File: config.mk
export PLATFORM = sky130hd
export DESIGN_NAME = seq_multi_pattern_detector
export DESIGN_NICKNAME = d
export VERILOG_FILES = /design/src/rtl/seq_det_pkg.sv /design/src/rtl/seq_pat_slot.sv /design/src/rtl/seq_multi_pattern_detector.sv
export SDC_FILE = /design/constraint.sdc
export NUM_CORES = 1
export LEC_CHECK = 0
export CORE_MARGIN = 2
export CORE_UTILIZATION = 45
export DETAILED_ROUTE_END_ITERATION = 8
export HOLD_SLACK_MARGIN = 0.02
export PLACE_DENSITY_LB_ADDON = 0.25
export SLEW_MARGIN = 20
export SYNTH_ARGS = -nofsm -noshare
export SYNTH_HDL_FRONTEND = slang
export SYNTH_SLANG_ARGS = --single-unit
File: constraint.sdc
create_clock -name Clock -period 3.28 [get_ports Clock]
set_clock_uncertainty 0.05 [all_clocks]
set_input_delay 0.656 -clock Clock [delete_from_list [all_inputs] [get_ports Clock]]
set_output_delay 0.656 -clock Clock [all_outputs]
set_load 0.01 [all_outputs]
File: src/rtl/seq_det_pkg.sv
// Shared constants and width helpers for the serial multi-pattern detector.
// Latency: n/a (package only).
// Backpressure: n/a (package only).
//
// Contents:
//   f_len_w  - bits needed to hold a length/fill value 0..max_len
//   f_id_w   - bits needed to hold a slot index 0..num_pat-1
//   LEGACY_* - slot contents restored at reset so older lab top-levels keep
//              their fixed "1111" / "1101" detector behaviour
package seq_det_pkg;

   localparam logic [3:0]  LEGACY_PAT0 = 4'b1111;
   localparam logic [3:0]  LEGACY_PAT1 = 4'b1101;
   localparam int unsigned LEGACY_LEN  = 4;

   function automatic int f_len_w(input int max_len);
      return $clog2(max_len + 1);
   endfunction

   // A single-slot build would give $clog2(1) = 0, so keep at least one bit.
   function automatic int f_id_w(input int num_pat);
      return (num_pat > 1) ? $clog2(num_pat) : 1;
   endfunction

endpackage

File: src/rtl/seq_pat_slot.sv
// One programmable pattern slot: stores pattern/length and compares them against the next history.
// Latency: match_o is combinational from hist_nxt_i/fill_nxt_i; slot contents update on the edge.
// Backpressure: none; a write is accepted on every cycle wr_i is high.
//
// Ports:
//   Clock, Resetn  clock and synchronous active-low reset
//   wr_i           write this slot at the edge
//   wr_pat_i       pattern bits, wr_pat_i[len-1] is the first bit received
//   wr_len_i       pattern length; 0 disables, values above MAX_LEN clamp to MAX_LEN
//   hist_nxt_i     history as it would be after the current bit, bit 0 newest
//   fill_nxt_i     number of valid bits in hist_nxt_i
//   match_o        slot is enabled, enough history exists and the newest bits equal the pattern
module seq_pat_slot
   import seq_det_pkg::*;
#(
   parameter int                 MAX_LEN = 8,
   parameter int                 LEN_W   = f_len_w(MAX_LEN),
   parameter logic [MAX_LEN-1:0] RST_PAT = '0,
   parameter logic [LEN_W-1:0]   RST_LEN = '0
) (
   input  logic               Clock,
   input  logic               Resetn,
   input  logic               wr_i,
   input  logic [MAX_LEN-1:0] wr_pat_i,
   input  logic [LEN_W-1:0]   wr_len_i,
   input  logic [MAX_LEN-1:0] hist_nxt_i,
   input  logic [LEN_W-1:0]   fill_nxt_i,
   output logic               match_o
);

   logic [MAX_LEN-1:0] pat_q, pat_d;
   logic [LEN_W-1:0]   len_q, len_d;
   logic [LEN_W-1:0]   wr_len_clamped;
   logic [MAX_LEN-1:0] cmp_mask;

   // Ones in bit positions below len, i.e. the bits that take part in a compare.
   function automatic logic [MAX_LEN-1:0] len_mask(input logic [LEN_W-1:0] len);
      logic [MAX_LEN-1:0] m;
      m = '0;
      for (int i = 0; i < MAX_LEN; i++) begin
         m[i] = (LEN_W'(i) < len);
      end
      return m;
   endfunction

   always_comb begin
      wr_len_clamped = (wr_len_i > LEN_W'(MAX_LEN)) ? LEN_W'(MAX_LEN) : wr_len_i;
      pat_d          = pat_q;
      len_d          = len_q;
      if (wr_i) begin
         // Bits above the length are stored as zero so the register contents
         // always reflect exactly what is being matched.
         pat_d = wr_pat_i & len_mask(wr_len_clamped);
         len_d = wr_len_clamped;
      end
   end

   always_ff @(posedge Clock) begin
      if (!Resetn) begin
         pat_q <= RST_PAT;
         len_q <= RST_LEN;
      end else begin
         pat_q <= pat_d;
         len_q <= len_d;
      end
   end

   // Compare only the newest len_q bits; a pattern cannot match before that
   // many bits have arrived since the last clear.
   always_comb begin
      cmp_mask = len_mask(len_q);
      match_o  = (len_q != '0) &&
                 (fill_nxt_i >= len_q) &&
                 (((hist_nxt_i ^ pat_q) & cmp_mask) == '0);
   end

endmodule

File: src/rtl/seq_multi_pattern_detector.sv
// Runtime-programmable serial detector: flags when the newest bits of w equal any stored pattern.
// Latency: z/match_id registered, high one cycle after the edge that samples the last pattern bit.
// Backpressure: none; a bit is consumed on every edge with en=1 and load=0.
//
// Ports:
//   Clock, Resetn  clock and synchronous active-low reset (slots return to 1111 / 1101)
//   w, en          serial bit and its sample enable
//   overlap        1 keeps history after a match, 0 clears it
//   load, load_sel, load_pat, load_len  program one slot; also clears history
//   clr_count      zero match_count (wins over a simultaneous increment)
//   z, match_id    match pulse and lowest matching slot index
//   match_count    saturating number of match pulses
//   fill           number of valid history bits
module seq_multi_pattern_detector
   import seq_det_pkg::*;
#(
   parameter int MAX_LEN = 8,
   parameter int NUM_PAT = 4,
   parameter int CNT_W   = 8
) (
   input  logic                         Clock,
   input  logic                         Resetn,
   input  logic                         w,
   input  logic                         en,
   input  logic                         overlap,
   input  logic                         load,
   input  logic [f_id_w(NUM_PAT)-1:0]   load_sel,
   input  logic [MAX_LEN-1:0]           load_pat,
   input  logic [f_len_w(MAX_LEN)-1:0]  load_len,
   input  logic                         clr_count,
   output logic                         z,
   output logic [f_id_w(NUM_PAT)-1:0]   match_id,
   output logic [CNT_W-1:0]             match_count,
   output logic [f_len_w(MAX_LEN)-1:0]  fill
);

   localparam int LEN_W = f_len_w(MAX_LEN);
   localparam int ID_W  = f_id_w(NUM_PAT);

   // The oldest history bit is shifted out before any compare can see it,
   // so only MAX_LEN-1 bits are kept; the incoming w completes the window.
   logic [MAX_LEN-2:0] hist_q, hist_d;
   logic [LEN_W-1:0]   fill_q, fill_d;
   logic               z_q, z_d;
   logic [ID_W-1:0]    id_q, id_d;
   logic [CNT_W-1:0]   cnt_q, cnt_d;

   logic [MAX_LEN-1:0] hist_nxt;
   logic [LEN_W-1:0]   fill_nxt;
   logic [NUM_PAT-1:0] slot_hit;
   logic               any_hit;
   logic [ID_W-1:0]    hit_id;

   // Candidate history including this cycle's bit.
   always_comb begin
      hist_nxt = {hist_q, w};
      fill_nxt = (fill_q == LEN_W'(MAX_LEN)) ? fill_q : fill_q + LEN_W'(1);
   end

   for (genvar p = 0; p < NUM_PAT; p++) begin : g_slot
      localparam logic [MAX_LEN-1:0] RST_PAT =
         (p == 0) ? MAX_LEN'(LEGACY_PAT0) :
         (p == 1) ? MAX_LEN'(LEGACY_PAT1) : '0;
      localparam logic [LEN_W-1:0] RST_LEN =
         (p < 2) ? LEN_W'(LEGACY_LEN) : '0;

      seq_pat_slot #(
         .MAX_LEN (MAX_LEN),
         .LEN_W   (LEN_W),
         .RST_PAT (RST_PAT),
         .RST_LEN (RST_LEN)
      ) u_slot (
         .Clock      (Clock),
         .Resetn     (Resetn),
         .wr_i       (load && (load_sel == ID_W'(p))),
         .wr_pat_i   (load_pat),
         .wr_len_i   (load_len),
         .hist_nxt_i (hist_nxt),
         .fill_nxt_i (fill_nxt),
         .match_o    (slot_hit[p])
      );
   end

   // Lowest index wins: scan from the top so the last assignment is the lowest hit.
   always_comb begin
      hit_id = '0;
      for (int p = NUM_PAT - 1; p >= 0; p--) begin
         if (slot_hit[p]) begin
            hit_id = ID_W'(p);
         end
      end
      any_hit = |slot_hit;
   end

   always_comb begin
      hist_d = hist_q;
      fill_d = fill_q;
      z_d    = 1'b0;
      id_d   = '0;
      cnt_d  = cnt_q;

      if (load) begin
         // Reprogramming invalidates any partial match; this cycle's w is dropped.
         hist_d = '0;
         fill_d = '0;
      end else if (en) begin
         hist_d = hist_nxt[MAX_LEN-2:0];
         fill_d = fill_nxt;
         if (any_hit) begin
            z_d  = 1'b1;
            id_d = hit_id;
            if (cnt_q != {CNT_W{1'b1}}) begin
               cnt_d = cnt_q + CNT_W'(1);
            end
            if (!overlap) begin
               hist_d = '0;
               fill_d = '0;
            end
         end
      end

      if (clr_count) begin
         cnt_d = '0;
      end
   end

   always_ff @(posedge Clock) begin
      if (!Resetn) begin
         hist_q <= '0;
         fill_q <= '0;
         z_q    <= 1'b0;
         id_q   <= '0;
         cnt_q  <= '0;
      end else begin
         hist_q <= hist_d;
         fill_q <= fill_d;
         z_q    <= z_d;
         id_q   <= id_d;
         cnt_q  <= cnt_d;
      end
   end

   assign z           = z_q;
   assign match_id    = id_q;
   assign match_count = cnt_q;
   assign fill        = fill_q;

endmodule

==> run summary, run 1 <==
Status - finished clean
Clock share of power - 0.425
Filler cell count - 743
Final-report hold violation count - 0
Hpwl dp - 7250 um
Hold path cells - 2
CTS Buffer Depth - 2
FF-to-FF setup slack - 0.27 ns
Peak supply drop - 200 uV
Power per cell area - 419 nW/um^2
Data required, critical path - 3.47 ns
Fin. max-slew vios - 0
Tot Pwr - 1.90 mW
Final std cell area, no fill - 4540 um^2
Area Growth Syn to Fin - 16.6%
Die Y - 97.0 um
Switching Share - 0.248
Achievable Freq - 332 MHz
# nets final - 523
Worst Max-Slew Pin Slew - 0.709 ns
TNS Setup - 0 ns
Antenna diodes - 0
Synth top area share - 0.360
Routed vias - 3302
LEAKAGE - 1.70 nW
Synth warnings - 0
CP Launch Type - flip-flop
Yosys reg bits - 70
Buffers on Ports - 35
Final Setup Violations - 0
CP max stage cell - dfxtp_1
Core box area - 8300 um^2
CP cell instances - inv_1 > ha_1 > nand2_1 > nor2_1 > xnor2_1 > buf_4 > ha_1 > nand2b_1 > a21oi_1 > o21ai_0 > nand4_1 > a41oi_4 > buf_12 > nand4_1 > mux2i_1
Row cnt - 33
CTS tree - yes
Final worst path period share - 0.917
Wirelength per Cell - 16.5 um
Number of global-route vias before repair - 3103
Die area - 9400 um^2
Worst r2r path cells - 15
Yosys cell types - 54
Sequential fraction of design power - 0.470
Starting DRT DRC Count - 267
Clock Latency Late Sink - 0.35 ns
Post-synth top area cell - dfxtp_1
Min-delay worst type - flip-flop to flip-flop
Gpl congestion - 0.905
Final min period - 3.01 ns
Combinational power share - 0.105
Layout cell share with drive strength beyond 1 - 0.0799
CP max stage delay - 0.40 ns
Die width - 97.0 um
Total Routed Length - 9760 um
Detail Route Antenna Nets - 0
Largest fanout on the critical path - 13
Critical path arrival - 3.20 ns
Overall routing resource usage - 0.214
Switching power of the nets - 0.471 mW
CTS sink count - 70
Relative slew slack - 0.527
Unrepaired setup endpoints after global routing - no
Clock transition at path regs - 0.07 ns
Initial antenna violation count - 0
Largest net degree at the start of global routing - 37
Num CTS Buffers - 9
RR Startpoint - fill[0]$_SDFFE_PP0P_
DRT Pass-1 Iters - 5
Synthesized net count - 499
Mean post-synth cell area - 8.47 um^2
Crit. End Element - flip-flop
Drt via density - 5.57
Largest cells by area after synthesis - dfxtp_1, nand2_1, xnor2_1
Hold_ws - 0.432 ns
H-tree depth - 3
GR Overflow Total - 0
First-pass GRT wire length - 16000 um
Post-route DRC - 0
Crit path kind - flip-flop to flip-flop
Hold_sp - g_slot[0].u_slot.pat_q[5]$_SDFFE_PN0P_
Initial core utilization - 0.469
Root buf cell - clkbuf_8
Syn Inst Count - 459
Critical path launch point - fill[0]$_SDFFE_PP0P_
Io pins - 36
Max-cap violations - 0
Seq/Total Area, Yosys - 0.360
Synthesized area - 3890 um^2
Placed cell area - 4280 um^2
Internal power - 1.43 mW
routing by layer:
layer,track usage,wire length [um]
met5,0,0
met4,0.0748,167
met3,0.0426,494
met2,0.332,4420
met1,0.295,4680
power by group through the flow:
stage	registers (mW)	clock network, mW	logic, mW
6_report	0.894	0.808	0.200
5_1_grt	0.896	0.859	0.221
4_1_cts	0.893	0.816	0.198
3_5_place_dp	0.913	0	0.197
3_3_place_gp	0.912	0	0.191
2_1_floorplan	0.903	0	0.132
cells in the final DEF, fill, tap and decap left out, types with 5 or more instances in the layout:
| cell type | count |
|---|---|
| clkbuf_8 | 11 |
| o211ai_1 | 9 |
| nor2b_1 | 11 |
| a21boi_0 | 18 |
| and2_1 | 15 |
| nand2b_1 | 8 |
| mux2i_1 | 11 |
| a31oi_1 | 5 |
| a21oi_1 | 16 |
| ha_1 | 19 |
| xnor2_1 | 29 |
| nand2_1 | 76 |
| buf_4 | 7 |
| xor2_1 | 6 |
| nor2_1 | 15 |
| dfxtp_1 | 70 |
| o21ai_0 | 31 |
| clkdlybuf4s50_1 | 35 |
| a22o_1 | 10 |
| inv_1 | 18 |
path summary, 6_finish.rpt:
| path | to |
|---|---|
| setup / recovery | match_count[4]$_SDFFE_PP0P_ |
| hold / removal | g_slot[0].u_slot.pat_q[5]$_SDFFE_PN0P_ |
| setup reg to reg | match_count[4]$_SDFFE_PP0P_ |
| hold reg to reg | g_slot[0].u_slot.pat_q[5]$_SDFFE_PN0P_ |
critical path: cells and delay by family, from the launching register on:
kind	cells	cell delay, ns
simple gates	5	0.69
compound gates	3	0.59
fa+ha+maj	2	0.47
buf+inv	3	0.42
flops	1	0.40
mux	1	0.15
xor+xnor	1	0.13
stage by stage:
step | std cells | util | setup WS, ns
3_5_place_dp | 576 | 0.516 | 0.203
4_1_cts | 592 | 0.544 | 0.188
5_1_grt | 593 | 0.547 | 0.0237
2_1_floorplan | 459 | - | 0.657
6_report | 593 | 0.547 | 0.271
3_3_place_gp | 576 | 0.516 | 0.312
layout make-up:
class	count	area (um^2)	share of cell area
clock buffer	11	151	0.0334
multi-input combinational	340	2280	0.502
sequential	70	1400	0.309
clock inverter	5	81.3	0.0179
inverter	19	71.3	0.0157
timing repair buffer	43	423	0.0932
tap	105	131	0.0290
cell usage after synthesis (all sizes together):
library cell  count
a211o             1
a211oi            3
a21boi           18
a21oi            16
a22o             10
a31o              3
a31oi             5
a41oi             4
and2             17
and3              3
and3b             1
and4              2
buf              13
clkbuf           17
dfxtp            70
ha               19
inv              19
mux2i            11
nand2            76
nand2b            8
nand3             5
nand3b            2
nand4             2
nor2             16
nor2b            11
nor3              6
nor3b             2
nor4              1
o211ai           10
o21a              4
o21ai            32
o221a             2
o221ai            4
o22ai             3
o31ai             1
o41ai             2
or2               1
or3               1
or3b              1
or4               2
xnor2            29
xor2              6
repair_timing:
item	4_1_cts	5_1_grt
buffers inserted	0	1
hold buffers	0	0
setup endpoints to repair	0	7
gates resized for setup	0	0
kinds of logic (layout without fill, tap and decap cells):
group	Yosys count	after routing	synth area share
muxes	11	11	0.0283
AOI/OAI and AO/OA	118	118	0.215
DFF	70	70	0.360
buffers and inverters	49	78	0.0544
adders and majority gates	19	19	0.0611
xor gates and xnor gates	35	35	0.0788
and+or+nand+nor	157	157	0.202
flip-flops by register name, summed over array words and instances (netlist names):
name / cells
g_slot.u_slot.pat_q: 32
match_id: 2
hist_q: 7
fill: 4
z: 1
match_count: 8
g_slot.u_slot.len_q: 16
Note: power is estimated with default switching activity, not from simulation.
==> inputs of run 2 (changes only) <==
- ABC_AREA: unset -> 1
- CELL_PAD_IN_SITES_DETAIL_PLACEMENT: unset -> 1
- CELL_PAD_IN_SITES_GLOBAL_PLACEMENT: unset -> 2
- CORE_UTILIZATION: 45 -> 32
==> run 2 against run 1 <==
Against the previous run: design area rose by 12%; highest routed layer unchanged; via count rose by 28%; clock-buffer cell count up 1; die area grew 52%; total power is 10% higher; fmax grew 6.8%; critical path type unchanged; utilization decreased by 16 points; global-route usage is 1.1 points lower; sequential share of layout area decreased by 3.3 points; sequential power up 2%; combinational power increased by 52%.
==> run summary, run 2 <==
Status - finished clean
Hpwl dp - 10600 um (+46%)
RR Startpoint - fill[0]$_SDFFE_PP0P_
Worst Max-Slew Pin Slew - 0.840 ns (+0.131 ns)
Critical path arrival - 3.04 ns (-0.16 ns)
Core box area - 13100 um^2 (+58%)
Post-synthesis simple-gate area fraction - 0.322 (+0.120)
Most frequent cell on the critical path - nand2_1
Most frequent cell after synthesis - nand2_1
CTS sink count - 70 (unchanged)
Core Util, Final - 0.386 (-0.161)
CP Launch Type - flip-flop
Unrepaired setup endpoints after global routing - no
Multiplexer share of the synthesized area - 0 (-0.0283)
Synthesized net count - 712 (+43%)
Crit path kind - flip-flop to flip-flop
Num CTS Buffers - 9 (unchanged)
Final Setup Violations - 0 (unchanged)
Die width - 119 um (+23%)
Critical path's top delay family - simple AND/OR/NAND/NOR gates
Xor and xnor fraction of the mapped netlist area - 0.0103 (-0.0686)
Largest net degree at the start of global routing - 37 (unchanged)
Final min period - 2.82 ns (-0.191 ns)
Area Growth Syn to Fin - 18.9%
CTS tree - yes
Top FF cell, synth - dfxtp_1
Clock Latency Late Sink - 0.34 ns (about the same)
Die Y - 119 um (+23%)
First-pass GRT wire length - 22200 um (+39%)
Peak supply drop - 163 uV (-19%)
Drt via density - 4.79 (-14%)
Mean post-synth cell area - 6.35 um^2 (-25%)
Die area - 14300 um^2 (+52%)
Largest cells by area after synthesis - dfxtp_1, nand2_1, inv_1
DRT Pass-1 Iters - 4 (-1)
Yosys reg bits - 70 (unchanged)
CP cell instances - inv_1 > ha_1 > nand2_1 > nand3_1 > o21ai_1 > ha_1 > nand2_1 > inv_1 > nand2_1 > nand2_1 > nor2_1 > nor2_1 > nand2_1 > nand2_2 > inv_2 > nand2_8 > nand2_2 > nand2_1 > a21oi_1
Hold Buf Count CTS - 0 (unchanged)
Power per cell area - 414 nW/um^2 (-1.3%)
Largest fanout on the critical path - 17 (+4)
Routed vias - 4232 (+28%)
Reg-to-Reg End - hist_q[4]$_SDFFE_PP0P_
Most frequent cells in the layout - nand2_1, inv_1, dfxtp_1
Min-delay worst type - flip-flop to flip-flop
Final-report hold violation count - 0 (unchanged)
FF-to-FF setup slack - 0.46 ns (+0.19 ns)
Total Routed Length - 13500 um (+38%)
Wirelength per Cell - 15.3 um (-7.2%)
CP Depth - 19 (+4)
# nets final - 745 (+42%)
Antenna diodes - 0 (unchanged)
GR Overflow Total - 0 (unchanged)
Async S/R FF share, synth - 0 (unchanged)
Achievable Freq - 355 MHz (+6.8%)
Tot Pwr - 2.10 mW (+10%)
Largest register FFs - 32 (unchanged)
Worst r2r path cells - 19 (+4)
TNS Setup - 0 ns (unchanged)
Post-synth top area cell - dfxtp_1
Root buf cell - clkbuf_16
Fin. max-slew vios - 0 (unchanged)
Data required, critical path - 3.50 ns (+0.03 ns)
Synth top area share - 0.329 (-0.0318)
Synth warnings - 0 (unchanged)
LEAKAGE - 2.35 nW (+39%)
Post-synth top cells - nand2_1, inv_1, dfxtp_1
Layout cell share with drive strength beyond 1 - 0.105 (+0.0246)
H-tree depth - 3 (unchanged)
Post-CTS setup buffers - 0 (unchanged)
Complex-gate fraction of the synthesized area - 0.155 (-0.0601)
Overall routing resource usage - 0.203 (-0.0110)
Post-route DRC - 0 (unchanged)
Io pins - 36 (unchanged)
Top reg by flops - g_slot.u_slot.pat_q
CTS Buffer Depth - 2 (unchanged)
Hold_ws - 0.454 ns (+0.0220 ns)
Crit. End Element - flip-flop
Max-cap violations - 0 (unchanged)
Yosys cell types - 31 (-43%)
Number of global-route vias before repair - 4256 (+37%)
Buffers on Ports - 35 (unchanged)
Seq/Total Area, Yosys - 0.329 (-0.0318)
Initial core utilization - 0.325 (-0.144)
Final worst path period share - 0.859 (-0.0582)
Gpl congestion - 0.861 (-4.9%)
Clock transition at path regs - 0.06 ns (about the same)
CP max stage delay - 0.45 ns (+0.05 ns)
WP buf/inv - 3 (unchanged)
Syn Inst Count - 672 (+46%)
CP max stage cell - dfxtp_1
Initial antenna violation count - 0 (unchanged)
Largest family of logic cells by synthesized area - simple AND/OR/NAND/NOR gates
Critical path launch point - fill[0]$_SDFFE_PP0P_
Synthesized area - 4270 um^2 (+9.7%)
Critical Path End - hist_q[4]$_SDFFE_PP0P_
Relative slew slack - 0.433 (-0.0935)
EDFF count, synth - 0 (unchanged)
Most common cell after layout, fill and taps aside - nand2_1
Row cnt - 42 (+27%)
Detail Route Antenna Nets - 0 (unchanged)
Synth Area in Adders - 0.0557 (-0.00540)
Starting DRT DRC Count - 157 (-41%)
[run 2: cell types whose count changed in the layout (fill, tap and decap cells not counted), sizes merged, moves of 17 or more]
cell,previous run,this run
a21boi,18,0
a21oi,16,64
and2,17,0
inv,19,116
nand2,76,209
nand3,5,40
nor2,16,52
o21ai,32,53
xnor2,29,0
[run 2: report_power, final]
group	internal (mW)	switching, mW	leakage, nW
Combinational	0.107	0.198	1.65
Clock	0.521	0.360	0.128
Sequential	0.883	0.0306	0.570
Total	1.51	0.588	2.35
[run 2: logic make-up after synthesis]
logic type | Yosys count
and+or+nand+nor | 317
buffers and inverters | 139
AOI/OAI and AO/OA | 122
DFF | 70
adders and majority gates | 19
xor gates and xnor gates | 5
[run 2: final cells by class]
class	count	area (um^2)
Clock buffer	12	246
Clock inverter	2	10.0
Tap cell	176	220
Timing Repair Buffer	43	410
Fill cell	1703	8070
Multi-Input combinational cell	463	2340
Inverter	118	443
Sequential cell	70	1400
[run 2: timing repair]
item,CTS,global route
setup endpoints to repair,0,1
hold endpoints to repair,0,0
gates resized for setup,0,2
[run 2: metal layers]
layer | GRT usage | part of all wire | up-vias | wire, um
met5 | 0 | 0 | - | 0
met4 | 0.0897 | 0.035 | 0 | 466
met3 | 0.0441 | 0.035 | 30 | 475
met2 | 0.322 | 0.45 | 43 | 6130
met1 | 0.263 | 0.48 | 1987 | 6430
li1 | - | - | 2172 | -
[run 2: worst min path at each step]
stage	start	slack [ns]	end	depth (start not counted)
3_5_place_dp	g_slot[1].u_slot.pat_q[0]$_SDFFE_PN1P_	0.44	g_slot[1].u_slot.pat_q[0]$_SDFFE_PN1P_	2
2_1_floorplan	g_slot[0].u_slot.pat_q[3]$_SDFFE_PN1P_	0.42	g_slot[0].u_slot.pat_q[3]$_SDFFE_PN1P_	2
3_3_place_gp	g_slot[1].u_slot.pat_q[0]$_SDFFE_PN1P_	0.44	g_slot[1].u_slot.pat_q[0]$_SDFFE_PN1P_	2
6_report	g_slot[1].u_slot.pat_q[0]$_SDFFE_PN1P_	0.45	g_slot[1].u_slot.pat_q[0]$_SDFFE_PN1P_	2
5_1_grt	g_slot[1].u_slot.pat_q[3]$_SDFFE_PN1P_	0.48	g_slot[1].u_slot.pat_q[3]$_SDFFE_PN1P_	2
4_1_cts	g_slot[1].u_slot.pat_q[0]$_SDFFE_PN1P_	0.46	g_slot[1].u_slot.pat_q[0]$_SDFFE_PN1P_	2
[run 2: worst reg2reg max path: stages, from the launching register on]
cell,delay [ns]
dfxtp_1,0.45
inv_1,0.07
ha_1,0.19
nand2_1,0.08
nand3_1,0.06
o21ai_1,0.28
ha_1,0.33
nand2_1,0.09
inv_1,0.04
nand2_1,0.05
nand2_1,0.04
nor2_1,0.08
nor2_1,0.05
nand2_1,0.10
nand2_2,0.07
inv_2,0.09
nand2_8,0.11
nand2_2,0.28
nand2_1,0.09
a21oi_1,0.13
[run 2: through the flow]
| step | worst slack (ns) | instances | area, um^2 |
|---|---|---|---|
| 3_5_place_dp | 0.329 | 870 | 4810 |
| 3_3_place_gp | 0.424 | 870 | 4810 |
| 2_1_floorplan | 0.880 | 672 | 4270 |
| 6_report | 0.462 | 884 | 5070 |
| 4_1_cts | 0.297 | 884 | 5060 |
| 5_1_grt | 0.0941 | 884 | 5070 |
